[src/rtl/serial_rx_pkg.sv]
// Shared types and default constants for the SerialComm character receiver.
package serial_rx_pkg;

    // PARITY is only reachable when SERIAL_RX_PARITY_EN is defined.
    typedef enum logic [2:0] {
        IDLE,
        START,
        SHIFT,
        PARITY,
        STOP,
        DONE
    } rx_state_t;

    localparam int OVERSAMPLE_DEF = 16;
    localparam int DATA_BITS_DEF  = 8;

endpackage

[src/rtl/serial_char_receiver_sync2.sv]
// Two-flop synchronizer for one asynchronous input, resetting to a chosen idle level.
module sync2 #(
    parameter logic RESET_VAL = 1'b0
) (
    input  logic clk,
    input  logic reset,
    input  logic d,
    output logic q
);

    logic meta;

    always_ff @(posedge clk or posedge reset) begin
        if (reset) begin
            meta <= RESET_VAL;
            q    <= RESET_VAL;
        end else begin
            meta <= d;
            q    <= meta;
        end
    end

endmodule

[src/rtl/serial_char_receiver.sv]
// 8N1 character receiver started by the start-bit detector; mid-bit sampling at OVERSAMPLE clk/bit.
// Optional even-parity bit between data and stop bits when SERIAL_RX_PARITY_EN is defined.
module serial_char_receiver
    import serial_rx_pkg::*;
#(
    parameter int OVERSAMPLE = OVERSAMPLE_DEF,
    parameter int DATA_BITS  = DATA_BITS_DEF
) (
    input  logic                 clk,
    input  logic                 reset,
    input  logic                 enable,
    input  logic                 data,
    output logic                 char_complete,
    output logic                 char_valid,
    output logic [DATA_BITS-1:0] rx_char,
    output logic                 framing_error,
    output logic                 parity_error
);

    localparam int TICK_W = $clog2(OVERSAMPLE);
    localparam int BIT_W  = $clog2(DATA_BITS + 1);

    localparam logic [TICK_W-1:0] HALF_LAST = TICK_W'(OVERSAMPLE / 2 - 1);
    localparam logic [TICK_W-1:0] FULL_LAST = TICK_W'(OVERSAMPLE - 1);
    localparam logic [BIT_W-1:0]  LAST_BIT  = BIT_W'(DATA_BITS - 1);

    logic en_s;
    logic data_s;

    rx_state_t             state, state_next;
    logic [TICK_W-1:0]     tick_cnt, tick_next;
    logic [BIT_W-1:0]      bit_cnt, bit_next;
    logic [DATA_BITS-1:0]  shreg, shreg_next;
    logic                  abort, abort_next;
    logic                  armed, armed_next;
    logic                  done_enter;

`ifdef SERIAL_RX_PARITY_EN
    logic par_bit, par_next;

    // Even parity: data bits plus parity bit must hold an even number of ones.
    function automatic logic parity_mismatch(input logic [DATA_BITS-1:0] d, input logic p);
        return (^d) ^ p;
    endfunction
`endif

    sync2 #(.RESET_VAL(1'b1)) u_sync_data (
        .clk   (clk),
        .reset (reset),
        .d     (data),
        .q     (data_s)
    );

    sync2 #(.RESET_VAL(1'b0)) u_sync_enable (
        .clk   (clk),
        .reset (reset),
        .d     (enable),
        .q     (en_s)
    );

    always_ff @(posedge clk or posedge reset) begin
        if (reset) begin
            state    <= IDLE;
            tick_cnt <= '0;
            bit_cnt  <= '0;
            shreg    <= '0;
            abort    <= 1'b0;
            armed    <= 1'b0;
        end else begin
            state    <= state_next;
            tick_cnt <= tick_next;
            bit_cnt  <= bit_next;
            shreg    <= shreg_next;
            abort    <= abort_next;
            armed    <= armed_next;
        end
    end

`ifdef SERIAL_RX_PARITY_EN
    always_ff @(posedge clk or posedge reset) begin
        if (reset) begin
            par_bit <= 1'b0;
        end else begin
            par_bit <= par_next;
        end
    end
`endif

    always_comb begin
        state_next = state;
        tick_next  = tick_cnt;
        bit_next   = bit_cnt;
        shreg_next = shreg;
        abort_next = abort;
        // en_s lags the detector's clear, so a new frame needs en_s low once after DONE.
        armed_next = armed | ~en_s;
`ifdef SERIAL_RX_PARITY_EN
        par_next   = par_bit;
`endif

        case (state)
            IDLE: begin
                if (en_s && armed) begin
                    state_next = START;
                    tick_next  = '0;
                    bit_next   = '0;
                    abort_next = 1'b0;
                end
            end

            START: begin
                if (tick_cnt == HALF_LAST) begin
                    tick_next = '0;
                    if (data_s) begin
                        state_next = DONE;
                        abort_next = 1'b1;
                    end else begin
                        state_next = SHIFT;
                    end
                end else begin
                    tick_next = tick_cnt + 1'b1;
                end
            end

            SHIFT: begin
                if (tick_cnt == FULL_LAST) begin
                    tick_next  = '0;
                    shreg_next = {data_s, shreg[DATA_BITS-1:1]};
                    bit_next   = bit_cnt + 1'b1;
                    if (bit_cnt == LAST_BIT) begin
`ifdef SERIAL_RX_PARITY_EN
                        state_next = PARITY;
`else
                        state_next = STOP;
`endif
                    end
                end else begin
                    tick_next = tick_cnt + 1'b1;
                end
            end

`ifdef SERIAL_RX_PARITY_EN
            PARITY: begin
                if (tick_cnt == FULL_LAST) begin
                    tick_next  = '0;
                    par_next   = data_s;
                    state_next = STOP;
                end else begin
                    tick_next = tick_cnt + 1'b1;
                end
            end
`endif

            STOP: begin
                if (tick_cnt == FULL_LAST) begin
                    tick_next  = '0;
                    state_next = DONE;
                end else begin
                    tick_next = tick_cnt + 1'b1;
                end
            end

            DONE: begin
                state_next = IDLE;
            end

            default: begin
                state_next = IDLE;
            end
        endcase

        if (state != DONE && state_next == DONE) begin
            armed_next = 1'b0;
        end
    end

    // Outputs load on the edge entering DONE so they are visible during the DONE cycle.
    assign done_enter = (state != DONE) && (state_next == DONE);

    always_ff @(posedge clk or posedge reset) begin
        if (reset) begin
            char_complete <= 1'b0;
            char_valid    <= 1'b0;
            rx_char       <= '0;
            framing_error <= 1'b0;
        end else begin
            char_complete <= done_enter;
            char_valid    <= done_enter && !abort_next;
            if (done_enter && !abort_next) begin
                rx_char       <= shreg;
                framing_error <= ~data_s;
            end
        end
    end

`ifdef SERIAL_RX_PARITY_EN
    always_ff @(posedge clk or posedge reset) begin
        if (reset) begin
            parity_error <= 1'b0;
        end else if (done_enter && !abort_next) begin
            parity_error <= parity_mismatch(shreg, par_bit);
        end
    end
`else
    assign parity_error = 1'b0;
`endif

endmodule

[config.mk]
export PLATFORM = sky130hd
export DESIGN_NAME = serial_char_receiver
export DESIGN_NICKNAME = d
export VERILOG_FILES = /design/src/rtl/serial_rx_pkg.sv /design/src/rtl/serial_char_receiver_sync2.sv /design/src/rtl/serial_char_receiver.sv
export SDC_FILE = /design/constraint.sdc
export NUM_CORES = 1
export LEC_CHECK = 0
export CORE_UTILIZATION = 49
export DETAILED_ROUTE_END_ITERATION = 6
export PLACE_DENSITY = 0.73
export SYNTH_ARGS = -nofsm -noshare
export SYNTH_HDL_FRONTEND = slang
export SYNTH_HIERARCHICAL = 1
export SYNTH_SLANG_ARGS = --single-unit
[constraint.sdc]
create_clock -name clk -period 2.15 [get_ports clk]
set_clock_uncertainty 0.15 [all_clocks]
set_input_delay 0.215 -clock clk [delete_from_list [all_inputs] [get_ports clk]]
set_output_delay 0.215 -clock clk [all_outputs]
set_load 0.005 [all_outputs]
# ---- Word level (Yosys, flattened, before mapping)
# Cells that the tools add are included.
dict set report word_totals {
  ff_bits 36
  input_bits 4
  out_inout_bits 12
  wordCells 58
}
dict set report op_classes {
  add_sub_neg 2
  n_eq_ne 10
  muxes 18
  bitwise 3
  n_reduce_logical 11
}
# op n
set op_table {}
lappend op_table {{3-bit 2-to-1 mux} 6}
lappend op_table {{4-bit 2-to-1 mux} 4}
lappend op_table {{3-bit one-hot mux with 4 select lines} 1}
lappend op_table {{4-bit one-hot mux with 3 select lines} 1}
lappend op_table {{4-bit by 1-bit adder with 4-bit output, second input constant} 2}
lappend op_table {{4-bit by 3-bit == test with 1-bit output, second input constant} 2}
lappend op_table {{4-bit one-hot mux with 2 select lines} 1}
lappend op_table {{3-bit == test, second input constant} 2}
lappend op_table {{4-bit == test, second input constant} 1}
lappend op_table {{1-bit 2-to-1 mux} 4}
lappend op_table {{2-bit inequality test, second input constant} 2}
lappend op_table {{2-bit AND reduction} 2}
lappend op_table {{3-bit by 1-bit == test with 1-bit output, second input constant} 1}
lappend op_table {{3-bit by 2-bit == test with 1-bit output, second input constant} 1}
lappend op_table {{1-bit logical AND} 3}
lappend op_table {{3-bit zero test} 1}
lappend op_table {{3-bit inequality test, second input constant} 1}
lappend op_table {{3-bit AND reduction} 1}
lappend op_table {{3-bit nonzero test} 1}
lappend op_table {{1-bit NOT} 2}
lappend op_table {{1-bit one-hot mux with 2 select lines} 1}
lappend op_table {{2-bit nonzero test} 1}
lappend op_table {{2-bit OR reduction} 1}
lappend op_table {{1-bit zero test} 1}
lappend op_table {{1-bit OR} 1}

# ---- Longest topological paths before layout
# Gate-level depths: netlist (run 1).
dict set report depth {
  depth_word 7
  depth_mapped 6
  depth_no_buf 6
}

# ---- Modules after synthesis
# The synthesis (run 1) kept the hierarchy.
# module n_inst cells_each area_per_inst_um2 seq_area_each_um2
set by_module_without_submodules {}
lappend by_module_without_submodules {serial_char_receiver 1 115 1397.6 800.8}
lappend by_module_without_submodules {{sync2 at u_sync_data} 1 3 56.3 52.6}
lappend by_module_without_submodules {{sync2 at u_sync_enable} 1 3 53.8 50.0}

# ---- Worst setup path after synthesis (run 1)
# Ideal clock, no wire load.
dict set report synth_path {
  kind {reg2reg}
  from {register state[0]}
  to {register rx_char[0]}
  setup_time_ns 0.125
  arrival_ns 1.987
  required_time_ns 1.875
  slack_ns -0.112
  path_stages_with_launch 6
  path_buffers 0
  period_less_slack_ns 2.262
  cell_sequence {dfrtp_1 > or3b_4 > or2_4 > o211a_1 > nor3_4 > mux2_2}
}
dict set report synth_between {
  elab_chain_len 6
  elab_cells_between_ends 16
  cone_classes {5 x eq/ne; 7 x mux; 4 x reduce/logical}
}
# element line
set synth_rtl {}
lappend synth_rtl {{start, declared} serial_char_receiver.sv:30} ;# rx_state_t state, state_next;
lappend synth_rtl {{start signal, assigned} serial_char_receiver.sv:70} ;# state <= state_next;
lappend synth_rtl {{3-bit 2-to-1 mux} serial_char_receiver.sv:130} ;# if (bit_cnt == LAST_BIT) begin
lappend synth_rtl {{3-bit 2-to-1 mux} serial_char_receiver.sv:126} ;# if (tick_cnt == FULL_LAST) begin
lappend synth_rtl {{3-bit one-hot mux with 4 select lines} serial_char_receiver.sv:101} ;# case (state)
lappend synth_rtl {{3-bit == test} serial_char_receiver.sv:178} ;# assign done_enter = (state != DONE) && (state_next == DONE);
lappend synth_rtl {{1-bit logical AND} serial_char_receiver.sv:178}
lappend synth_rtl {{1-bit logical AND *} serial_char_receiver.sv:189} ;# if (done_enter && !abort_next) begin
lappend synth_rtl {{end signal, assigned} serial_char_receiver.sv:190} ;# rx_char <= shreg;
lappend synth_rtl {{end, declared} serial_char_receiver.sv:15} ;# output logic [DATA_BITS-1:0] rx_char,
# Mark *: on every way between the ends. The rest lies on a longest branch, timed or not.
# A chain may end at the register's enable or synchronous reset.

# ---- Worst setup path in the final report (run 1)
dict set report layout_path {
  from {register state[2]}
  to {register rx_char[6]}
}
# The elaborated chain is that of the path after synthesis.

==> results of run 1 <==
==> final cells by class <==
| type | instances | area share (%) |
|---|---|---|
| Tap cell | 31 | 1.99 |
| Sequential cell | 36 | 46.4 |
| Clock buffer | 7 | 2.31 |
| Multi-Input combinational cell | 74 | 29.4 |
| Clock inverter | 1 | 0.450 |
| Timing Repair Buffer | 38 | 17.9 |
| Inverter | 8 | 1.54 |
==> synthesized netlist by cell type <==
cell type and count:
o21ai_0 4, or2_4 1, conb_1 1, nor2b_1 2, nand3b_1 1, and2_1 1
o31ai_1 1, a21oi_1 2, o311a_1 1, buf_4 1, nor3_4 1, mux2_2 17
a21o_1 1, a31oi_1 1, nand2_1 7, o211a_1 1, xor2_1 3, inv_1 8
nor2_1 10, mux2i_1 1, and3_1 1, dfrtp_1 34, or3b_4 1, o32ai_1 1
nand4_1 1, nand4b_1 1, nand3_1 4, clkbuf_1 2, and4b_1 1, dfstp_2 2
ha_1 2, nand2b_1 2, o22ai_1 1, a22o_1 2, xnor2_1 1
==> cell usage in the layout (no fill, tap or decap), types with 3 or more instances in the layout <==
cell,netlist,final
nand2_1,7,7
dfrtp_1,34,34
xor2_1,3,3
nand3_1,4,4
inv_1,8,8
buf_4,1,21
clkdlybuf4s50_1,0,14
o21ai_0,4,4
nor2_1,10,9
clkbuf_4,0,5
mux2_2,17,16
==> cells by family after synthesis <==
logic type / after synthesis / share of synthesized area (%)
multiplexers: 18 / 13.4
AO/OA/AOI/OAI: 15 / 6.89
XOR/XNOR: 4 / 2.32
AND/OR/NAND/NOR: 34 / 12.6
buffers and inverters: 11 / 2.99
other: 1 / 0.249
flip-flops: 36 / 59.9
adder cells (fa/ha/maj): 2 / 1.66
==> sequential cells by signal (all words and copies together), names as in the netlist, 3 cells and up <==
| signal | count |
|---|---|
| rx_char | 8 |
| shreg | 8 |
| tick_cnt | 4 |
| bit_cnt | 4 |
| state | 3 |
==> report_power, final <==
part | switching [mW] | internal (mW)
clock network | 0.221 | 0.131
logic | 0.300 | 0.348
registers | 0.0629 | 0.765
==> critical path, cell delays in order (launching register included) <==
cell and delay, ns:
dfrtp_1 0.43, or3b_4 0.39, or2_4 0.24, o211a_1 0.26, nor3_4 0.16, buf_12 0.16, mux2_2 0.33
==> path summary, 6_finish.rpt <==
kind                                                   start  slack, ns                      endpoint
max in group asynchronous                              reset       0.73        rx_char[6]$_DFFE_PP0P_
worst min register to register  u_sync_enable/meta$_DFF_PP0_       0.21     u_sync_enable/q$_DFF_PP0_
worst max register to register            state[2]$_DFF_PP0_      -0.08        rx_char[6]$_DFFE_PP0P_
min in group asynchronous                              reset       0.49  u_sync_enable/meta$_DFF_PP0_
worst min-delay path                                    data       0.12    u_sync_data/meta$_DFF_PP1_
worst max-delay path                      state[2]$_DFF_PP0_      -0.08        rx_char[6]$_DFFE_PP0P_
==> metal layers <==
metal | track usage (%) | part of all wire [%]
met1 | 27.6 | 45
met2 | 29.2 | 48
met3 | 7.03 | 4.9
met4 | 7.67 | 1.4
met5 | 0 | 0
==> per-stage QoR <==
stage                     setup WS [ns]  power, mW
after floorplan                  -0.112       1.17
after global placement         -0.00939       1.42
after detailed placement        -0.0629       1.46
after CTS                       -0.0777       1.82
after global routing             -0.145       1.94
final                           -0.0815       1.83
==> timing repair <==
item / CTS / global route
setup endpoints to repair: 8 / 9
hold endpoints to repair: 2 / 0
gates resized for setup: 0 / 5
buffers inserted: 1 / 1
hold buffers: 1 / 0
==> flow_metrics.env, run 1 <==
export IMPL_synth_distinct_cells=35
export IMPL_violations="negative setup slack"
export IMPL_wl_mm=3.00
export IMPL_initial_core_util_pct=53.3
export IMPL_placement_io_buffers=14
export IMPL_grt_pass1_wl_mm=4.69
export IMPL_core_rowCount=19
export IMPL_grt_max_degree=24
export IMPL_gp_congestion=0.858
export IMPL_cap_violations=0
export IMPL_layout_min_cycle_time_ns=2.23
export IMPL_crit_fanout=10
export IMPL_rsz0062_at_grt="true"
export IMPL_die_h_um=57.5
export IMPL_cp_start_kind="flip-flop"
export IMPL_finalSetupViolCount=8
export IMPL_antenna_found_initial=0
export IMPL_first_global_vias=1017
export IMPL_h_tree_depth=2
export IMPL_dpl_cell_area_um2=1850
export IMPL_fillers=212
export IMPL_ios=16
export IMPL_post_route_period_util_pct=104
export IMPL_die_w_um=57.5
export IMPL_drv_slew=0
export IMPL_core_um2=2830
export IMPL_cts_buffers=5
export IMPL_synthTopCellsByArea="dfrtp_1 56%, mux2_2 13%, dfstp_2 3.5%"
export IMPL_avgSynthCellArea_um2=12.5
export IMPL_yosys_warnings=6
export IMPL_hpwlAfterDp_mm=2.14
export IMPL_ant_nets=0
export IMPL_hold_ws_ns=0.124
export IMPL_layout_area_seq_um2=903
export IMPL_cp_arrival_ns=2.31
export IMPL_ys_ff_latch=36
export IMPL_required_ns=2.23
export IMPL_clk_latency_ns=0.34
export IMPL_drc_errors=0
export IMPL_setup_ws_ns=-0.0815
export IMPL_status="finished with violations"
export IMPL_cts_root_buf="clkbuf_4"
export IMPL_timing_fmax_mhz=448
export IMPL_hold_viol_final=0
export IMPL_post_route_util_pct=68.8
export IMPL_vdd_drop_max_mv=0.670
export IMPL_yosysTopAreaCell="dfrtp_1"
export IMPL_synth_nets=127
export IMPL_grt_usage_pct=20.0
export IMPL_whs_path_depth=1
export IMPL_hp_class="in2reg"
export IMPL_dr_first_iter_drc_count=23
export IMPL_clock_sinks=36
export IMPL_diodes=0
export IMPL_stdcell_count=195
export IMPL_p_per_area_nw_per_um2=939
export IMPL_dieArea_um2=3300
export IMPL_cts_path_max_buffers=2
export IMPL_fin_area_um2=1950
export IMPL_ys_seq_area_share_pct=59.9
export IMPL_leakagePower_nw=0.953
export IMPL_wl_per_cell_um=15.4
export IMPL_fin_setup_tns_ns=-0.545
export IMPL_clk_pin_slew_worst_paths_ns=0.10
export IMPL_crit_type="reg2reg"
export IMPL_final_layout_size_suffix_gt1_share_pct=33.5
export IMPL_netlist_area_um2=1510
export IMPL_synth_cells=121
export IMPL_grt_ovfl_total=0
export IMPL_r2r_cells=6
export IMPL_drt_vias_per_instance=5.33
export IMPL_vias=1039
export IMPL_multi_input_area_um2=573
export IMPL_synth_top_area_share_pct=56.4
export IMPL_dp_cells=184
export IMPL_layout_nets=169
export IMPL_first_pass_iters=4
export IMPL_cts_tree="built"
export IMPL_areaGrowthSynthToFinish_pct=29.1
export IMPL_end_kind="flip-flop"
No activity file was read; power rests on OpenSTA's default activity.
==> inputs of run 2 (changes only) <==
- CORE_MARGIN: default -> 2
==> run 2 against run 1 <==
Compared with the run above:
- the run still ends with negative setup slack left
- flip-flop and latch count unchanged
- final area up 2.4%
- first-iteration DRC count down 30%
- die area up 7.1%
- sequential power up 1%
- critical path type unchanged
- largest cell class unchanged
==> flow_metrics.env, run 2 (same netlist as run 1, synthesis figures left out) <==
export IMPL_end_kind="flip-flop"
export IMPL_worst_path_buf_inv=1
export IMPL_core_um2=2980
export IMPL_power_total_mw=2.01
export IMPL_final_layout_size_suffix_gt1_share_pct=33.5
export IMPL_first_global_vias=1088
export IMPL_reg_largest_list="rx_char (8), shreg (8)"
export IMPL_setup_ws_ns=-0.0515
export IMPL_ant_nets=0
export IMPL_violations="negative setup slack"
export IMPL_drc_errors=0
export IMPL_first_pass_iters=4
export IMPL_die_w_um=59.5
export IMPL_layout_nets=166
export IMPL_vdd_drop_max_mv=0.599
export IMPL_top_usage_layer="met2"
export IMPL_cp_arrival_ns=2.27
export IMPL_cts_buffers=5
export IMPL_cap_violations=0
export IMPL_worstPathCellList="or3b_4, or2_4, o211a_4, nor3_4, buf_12, mux2_2"
export IMPL_cp_slowest_stage_delay_ns=0.40
export IMPL_h_tree_depth=2
export IMPL_ios=16
export IMPL_dr_first_iter_drc_count=16
export IMPL_grt_met3_usage_pct=4.15
export IMPL_stdcell_count=194
export IMPL_placement_io_buffers=14
export IMPL_leakagePower_nw=0.965
export IMPL_hold_ws_ns=0.148
export IMPL_crit_family="simple AND/OR/NAND/NOR gates"
export IMPL_final_common_cell="dfrtp_1"
export IMPL_drv_slew=0
export IMPL_areaGrowthSynthToFinish_pct=32.2
export IMPL_cp_start_kind="flip-flop"
export IMPL_fillers=209
export IMPL_vias=1043
export IMPL_dp_cells=183
export IMPL_cts_root_buf="clkbuf_4"
export IMPL_cts_path_max_buffers=2
export IMPL_final_cell_mix="34 x dfrtp_1, 18 x buf_4, 14 x mux2_2, 14 x clkdlybuf4s50_1, 10 x nor2_1"
export IMPL_hp_class="in2reg"
export IMPL_drt_vias_per_instance=5.38
export IMPL_p_per_area_nw_per_um2=1010
export IMPL_diodes=0
export IMPL_grt_usage_pct=19.0
export IMPL_clock_sinks=36
export IMPL_crit_fanout=10
export IMPL_layout_min_cycle_time_ns=2.20
export IMPL_initial_core_util_pct=50.6
export IMPL_met1_usage_pct=23.4
export IMPL_grt_ovfl_total=0
export IMPL_worst_path_max_delay_cell="dfrtp_1"
export IMPL_antenna_found_initial=0
export IMPL_dieArea_um2=3540
export IMPL_post_route_period_util_pct=102
export IMPL_grt_max_degree=23
export IMPL_required_ns=2.22
export IMPL_status="finished with violations"
export IMPL_crit_type="reg2reg"
export IMPL_finalSetupViolCount=8
export IMPL_gp_congestion=0.853
export IMPL_hpwlAfterDp_mm=2.05
export IMPL_wl_mm=2.79
export IMPL_core_rowCount=20
export IMPL_cts_tree="built"
export IMPL_wl_per_cell_um=14.4
export IMPL_hold_viol_final=0
export IMPL_clk_pin_slew_worst_paths_ns=0.11
export IMPL_timing_fmax_mhz=454
export IMPL_die_h_um=59.5
export IMPL_rsz0062_at_grt="true"
export IMPL_clk_latency_ns=0.33
export IMPL_use_met2_pct=31.7
export IMPL_dp_slack_ns=-0.0607
export IMPL_grt_pass1_wl_mm=4.90
-- run 2: cell types whose count changed in the layout (fill, tap and decap cells not counted), sizes merged --
cell / change
buf: -3
clkinv: -1
bufinv: +1
-- run 2: power by group --
group	switching [mW]	internal, mW	leakage, nW
Combinational	0.294	0.353	0.438
Clock	0.212	0.309	0.0515
Sequential	0.0729	0.764	0.476
Total	0.580	1.43	0.965
-- run 2: layout make-up --
class,count,area [um2],area share [%]
clock buffer,7,65.1,3.26
inverter,8,30.0,1.51
clock inverter,1,30.0,1.51
multi-input combinational,74,598,30.0
sequential,36,903,45.3
tap,33,41.3,2.07
timing repair buffer,35,325,16.3
-- run 2: path summary, 6_finish.rpt --
check / end / depth (start not counted) / slack (ns) / startpoint
max: rx_char[2]$_DFFE_PP0P_ / 6 / -0.05 / state[0]$_DFF_PP0_
min: u_sync_data/meta$_DFF_PP1_ / 1 / 0.15 / data
max reg2reg: rx_char[2]$_DFFE_PP0P_ / 6 / -0.05 / state[0]$_DFF_PP0_
min reg2reg: u_sync_enable/q$_DFF_PP0_ / 0 / 0.21 / u_sync_enable/meta$_DFF_PP0_
max in group asynchronous: rx_char[0]$_DFFE_PP0P_ / 4 / 0.71 / reset
min in group asynchronous: u_sync_enable/meta$_DFF_PP0_ / 3 / 0.49 / reset
-- run 2: metrics by stage --
| step | setup TNS (ns) | util (%) | area, um2 |
|---|---|---|---|
| 6_report | -0.284 | 66.9 | 1990 |
| 5_1_grt | -1.08 | 66.9 | 1990 |
| 4_1_cts | -0.496 | 65.4 | 1950 |
| 3_5_place_dp | -0.437 | 61.6 | 1830 |
| 3_3_place_gp | 0 | 61.6 | 1830 |
| 2_1_floorplan | -0.893 | - | 1510 |
-- run 2: timing repair --
action	4_1_cts	5_1_grt
setup buffers	1	1
hold buffers	1	0
endpoints found under the hold margin	2	0
gates resized for setup	0	8
pin swaps	0	1
endpoints found under the setup margin	8	9
gates cloned	0	0
-- run 2: metal layers --
layer / part of all wire (%) / vias to the layer above / wire [um]
met3: 3.0 / 5 / 85
met4: 1.5 / 0 / 42
met5: 0 / - / 0
met1: 44 / 520 / 1230
li1: - / 496 / -
met2: 51 / 22 / 1430
